File: config.mk
export PLATFORM = sky130hd
export DESIGN_NAME = pool_fmap_serializer
export DESIGN_NICKNAME = d
export VERILOG_FILES = /design/src/rtl/pool_fmap_serializer_pkg.sv /design/src/rtl/pool_fmap_serializer.sv
export SDC_FILE = /design/constraint.sdc
export NUM_CORES = 2
export LEC_CHECK = 0
export CORE_AREA = 2 2 617 619
export DETAILED_ROUTE_END_ITERATION = 10
export DIE_AREA = 0 0 619 621
export PLACE_DENSITY = 0.44
export SLEW_MARGIN = 20
export SYNTH_ARGS = -nofsm -noshare
export SYNTH_HDL_FRONTEND = slang
export SYNTH_SLANG_ARGS = --single-unit
File: constraint.sdc
create_clock -name clk -period 5.6 [get_ports clk]
set_input_delay 0.84 -clock clk [delete_from_list [all_inputs] [get_ports clk]]
set_output_delay 0.84 -clock clk [all_outputs]
set_load 0.1 [all_outputs]
File: src/rtl/pool_fmap_serializer_pkg.sv
// Shared constants and types for the pooled feature-map serializer.
// Frame geometry defaults and FSM state encoding live here.
package pool_fmap_serializer_pkg;

    localparam int CI         = 3;
    localparam int POOL_OH    = 4;
    localparam int POOL_OW    = 4;
    localparam int PIX_DW     = 32;
    localparam int DROP_W     = 8;
    localparam int N_POOL_PIX = CI * POOL_OH * POOL_OW;

    typedef enum logic {
        IDLE   = 1'b0,
        STREAM = 1'b1
    } ser_state_e;

endpackage

File: src/rtl/pool_fmap_serializer.sv
// Captures one pooled frame on a strobe and streams it out one pixel per
// valid/ready beat; strobes arriving while busy are dropped and counted.
module pool_fmap_serializer
    import pool_fmap_serializer_pkg::*;
#(
    parameter int P_CI     = CI,
    parameter int P_OH     = POOL_OH,
    parameter int P_OW     = POOL_OW,
    parameter int P_DW     = PIX_DW,
    parameter int P_DROP_W = DROP_W
) (
    input  logic                          clk,
    input  logic                          reset_n,
    input  logic                          i_in_valid,
    input  logic [P_CI*P_OH*P_OW*P_DW-1:0] i_in_fmap,
    output logic                          o_in_ready,
    output logic                          o_ot_valid,
    input  logic                          i_ot_ready,
    output logic [P_DW-1:0]               o_ot_data,
    output logic [1:0]                    o_ot_ch,
    output logic [1:0]                    o_ot_row,
    output logic [1:0]                    o_ot_col,
    output logic                          o_ot_last,
    output logic                          o_drop,
    output logic [P_DROP_W-1:0]           o_drop_cnt
);

    localparam int N  = P_CI * P_OH * P_OW;
    localparam int FW = N * P_DW;
    localparam int CW = $clog2(N);

    localparam logic [CW-1:0]       CNT_LAST = CW'(N - 1);
    localparam logic [P_DROP_W-1:0] DROP_MAX = '1;

    ser_state_e          state_q, state_d;
    logic [CW-1:0]       cnt_q, cnt_d;
    logic [FW-1:0]       buf_q, buf_d;
    logic                drop_q, drop_d;
    logic [P_DROP_W-1:0] drop_cnt_q, drop_cnt_d;

    logic          streaming;
    logic          hs;
    logic          at_last;
    logic [CW-1:0] ch_full;

    assign streaming = (state_q == STREAM);
    assign hs        = streaming & i_ot_ready;
    assign at_last   = (cnt_q == CNT_LAST);

    always_comb begin
        state_d    = state_q;
        cnt_d      = cnt_q;
        buf_d      = buf_q;
        drop_d     = 1'b0;
        drop_cnt_d = drop_cnt_q;
        unique case (state_q)
            IDLE: begin
                if (i_in_valid) begin
                    buf_d   = i_in_fmap;
                    cnt_d   = '0;
                    state_d = STREAM;
                end
            end
            STREAM: begin
                // Includes a strobe coinciding with the final handshake.
                if (i_in_valid) begin
                    drop_d = 1'b1;
                    if (drop_cnt_q != DROP_MAX) begin
                        drop_cnt_d = drop_cnt_q + 1'b1;
                    end
                end
                if (hs) begin
                    if (at_last) begin
                        cnt_d   = '0;
                        state_d = IDLE;
                    end else begin
                        cnt_d = cnt_q + 1'b1;
                    end
                end
            end
            default: state_d = IDLE;
        endcase
    end

    always_ff @(posedge clk) begin
        if (!reset_n) begin
            state_q    <= IDLE;
            cnt_q      <= '0;
            buf_q      <= '0;
            drop_q     <= 1'b0;
            drop_cnt_q <= '0;
        end else begin
            state_q    <= state_d;
            cnt_q      <= cnt_d;
            buf_q      <= buf_d;
            drop_q     <= drop_d;
            drop_cnt_q <= drop_cnt_d;
        end
    end

    // Index fields are a plain split of cnt: {ch, row[1:0], col[1:0]}.
    assign ch_full    = cnt_q >> 4;
    assign o_ot_ch    = ch_full[1:0];
    assign o_ot_row   = cnt_q[3:2];
    assign o_ot_col   = cnt_q[1:0];
    assign o_in_ready = ~streaming;
    assign o_ot_valid = streaming;
    assign o_ot_data  = streaming ? buf_q[P_DW*cnt_q +: P_DW] : '0;
    assign o_ot_last  = streaming & at_last;
    assign o_drop     = drop_q;
    assign o_drop_cnt = drop_cnt_q;

endmodule
==> flow_summary.toml <==
[yosys]
ys_types = 45
yosys_warnings = 0
synth-seq-cells = 1552
async_flop_share = 0
syn_nets = 9381
synthFlopType = "dfxtp_1"
yosys.area.top_type_share = 0.4512
avgSynthCellArea_um2 = 8.784
synth_largest_area_cell = "dfxtp_1"
synth_area_leaders = "dfxtp_1 (45%), nand2_1 (17%), a21boi_0 (17%)"
syn_inst = 7839
syn_area_mm2 = 0.06886
yosysSeqAreaShare = 0.4512
synth_enable_flop_cells = 0

[sta]
setup-violations-final = 0
slew_headroom = 0.2268
drv_slew = 0
rsz0062_at_grt = "false"
tns_ns = 0
holdWs_ns = 0.4625
finClkSkew_ns = 0.08141
finalHoldViolations = 0
finalCriticalPeriod_ns = 5.473
worst_pin_slew_ns = 1.128
min_period_over_period = 0.9774
max_freq_ghz = 0.1827

[power]
peakVddDrop_mv = 0.2156
p_leak_uw = 0.03348
p_per_area_mw_per_mm2 = 300.9

[die]
core-area_mm2 = 0.3778
rows = 226
boundaryPins = 1590
die_h_um = 621
start_util = 0.1823
die_width_um = 619
dieArea_mm2 = 0.3844

[placement]
io_buffers = 1589
post-dp-hpwl_um = 337300
gp_congestion = 0.9152

[layout]
drive_above_1_share = 0.09808
nets = 10670
layout_common_cells = "nand2_1 (3107), clkdlybuf4s50_1 (1549), dfxtp_1 (1547), a21boi_0 (1541), mux4_2 (301)"
syn2layout_area_growth_pct = 41.75
final_common_cell = "nand2_1"

[worst_setup_path]
critPathLaunch = "cnt_q[0]$_SDFFE_PN0P_"
reg2reg_slack_ns = 2.81
r2r_start = "o_ot_valid$_SDFF_PN0_"
start_kind = "flip-flop"
cp-end-kind = "output pin"
rr_worst_depth = 6
cp_data_arrival_time_ns = 4.63
crit_type = "flip-flop to output pin"
crit_path_end = "o_ot_data[21]"
crit_fanout = 71
critical_path_required_ns = 4.76
timing.rr.end = "buf_q[396]$_SDFFE_PN0P_"

[grt]
antenna_found_initial = 152
met3_usage = 0.04525
grt.met1_usage = 0.2541
grt-busiest-layer = "met2"
grt_max_degree = 206
grt_usage = 0.2109
grt_pass1_wl_um = 558500
grt_pass1_vias = 64360
grt-ovfl-total = 0
gr-usage-met2 = 0.3628

[detailed_routing]
vias = 63980
antenna_left = 0
wl_um = 421900
wire_per_inst_um = 29.33
via_per_inst = 4.448
first_pass_iters = 6
drc = 0
drt_iter0_drc = 4828

[status]
status = "finished, final reports clean"

[clocking]
clkLatencyLatePin_ns = 0.89
clk_pin_slew_worst_paths_ns = 0.06
cts_tree = "yes"
postCtsSetupBuffers = 0
numCtsBuffers = 193
cts_sinks = 1552
htreeDepth = 4
max-clock-path-buffers = 4
clk_root_buffer_cell = "clkbuf_16"

[worst_hold_path]
hp-class = "flip-flop to flip-flop"

[run]
maxCapViolCount = 0
==> routing by layer <==
metal | share of wire | wire (um)
met4 | 0.042 | 17880
met5 | 0.00074 | 313
met2 | 0.49 | 205600
met1 | 0.41 | 171100
met3 | 0.064 | 27000
==> registers in the layout, summed over array words and instances (netlist names) <==
name        flops
o_drop          1
buf_q        1536
cnt_q           6
o_drop_cnt      8
o_ot_valid      1
==> per-stage QoR <==
step	area (um2)	util	total power, uW	instances	worst slack, ns
2_1_floorplan	68860	-	13880	7839	1.302
3_3_place_gp	90600	0.2398	16420	13950	0.2325
3_5_place_dp	90690	0.2401	16440	13950	0.5236
4_1_cts	97390	0.2578	29740	14300	-0.06411
5_1_grt	97500	0.2581	30390	14340	0.006401
6_report	97610	0.2584	29370	14380	0.1268
==> cells in the mapped netlist (2+ instances only) <==
cell	number
nand2_1	3110
dfxtp_1	1552
a21boi_0	1541
clkbuf_1	550
mux4_2	301
mux2i_1	167
a21oi_1	133
a22oi_1	72
o21ai_0	58
a221oi_1	56
buf_1	49
buf_2	39
a211o_1	32
o221ai_1	27
nor3_1	18
mux2_2	16
buf_6	15
buf_4	13
and3_1	11
or3_1	9
or4b_1	8
and2_1	7
o211ai_1	7
o21ai_1	7
nor2_1	6
nor2b_1	6
nand3_1	4
xor2_1	3
a31oi_1	2
ha_1	2
inv_1	2
nand4_1	2
xnor2_1	2
==> kinds of logic (layout without fill, tap and decap cells) <==
kind of cell | after synthesis | in the layout | share of synthesized area
AO/OA/AOI/OAI | 1938 | 1938 | 0.2062
other | 0 | 79 | 0
buffers and inverters | 670 | 2119 | 0.03963
multiplexers | 484 | 484 | 0.1253
flip-flops | 1552 | 1552 | 0.4512
AND/OR/NAND/NOR | 3188 | 3188 | 0.1766
XOR/XNOR | 5 | 5 | 0.0006361
adder cells (fa/ha/maj) | 2 | 2 | 0.0003634
==> worst max-delay path, cell delays in order, from the launching register on <==
cell	delay [ns]
dfxtp_4	0.38
buf_12	0.31
buf_4	0.41
mux2i_1	0.15
a221oi_2	0.48
o21ai_0	0.26
a21oi_4	0.52
buf_4	0.22
a211o_1	0.42
buf_12	0.24
==> power by group <==
part	switching [uW]	total, uW	internal (uW)
Clock	5360	13200	7850
Sequential	427	12100	11700
Combinational	2170	4060	1900
==> what timing repair did <==
action,CTS,global route
pin swaps,1,1
hold buffers,0,0
resized for setup,24,3
endpoints found under the setup margin,15,3
==> area by class of cell <==
class                      count  area, um2
inverter                       3      16.27
sequential                  1552      31090
timing repair buffer        1765      18090
clock inverter                75      943.4
fill                       40800     280200
clock buffer                 276       5645
antenna                       79      197.7
multi-input combinational   5617      35350
tap                         5016       6276
==> worst min path at each step <==
| stage | from | end | depth (start not counted) | slack (ns) |
|---|---|---|---|---|
| after floorplan | buf_q[1445]$_SDFFE_PN0P_ | buf_q[1445]$_SDFFE_PN0P_ | 2 | 0.44 |
| after global placement | buf_q[1530]$_SDFFE_PN0P_ | buf_q[1530]$_SDFFE_PN0P_ | 2 | 0.45 |
| after detailed placement | buf_q[234]$_SDFFE_PN0P_ | buf_q[234]$_SDFFE_PN0P_ | 2 | 0.45 |
| after CTS | i_in_fmap[834] | buf_q[834]$_SDFFE_PN0P_ | 3 | 0.39 |
| after global routing | i_in_fmap[885] | buf_q[885]$_SDFFE_PN0P_ | 3 | 0.45 |
| final | buf_q[321]$_SDFFE_PN0P_ | buf_q[321]$_SDFFE_PN0P_ | 2 | 0.46 |
No activity file was read; power rests on OpenSTA's default activity.
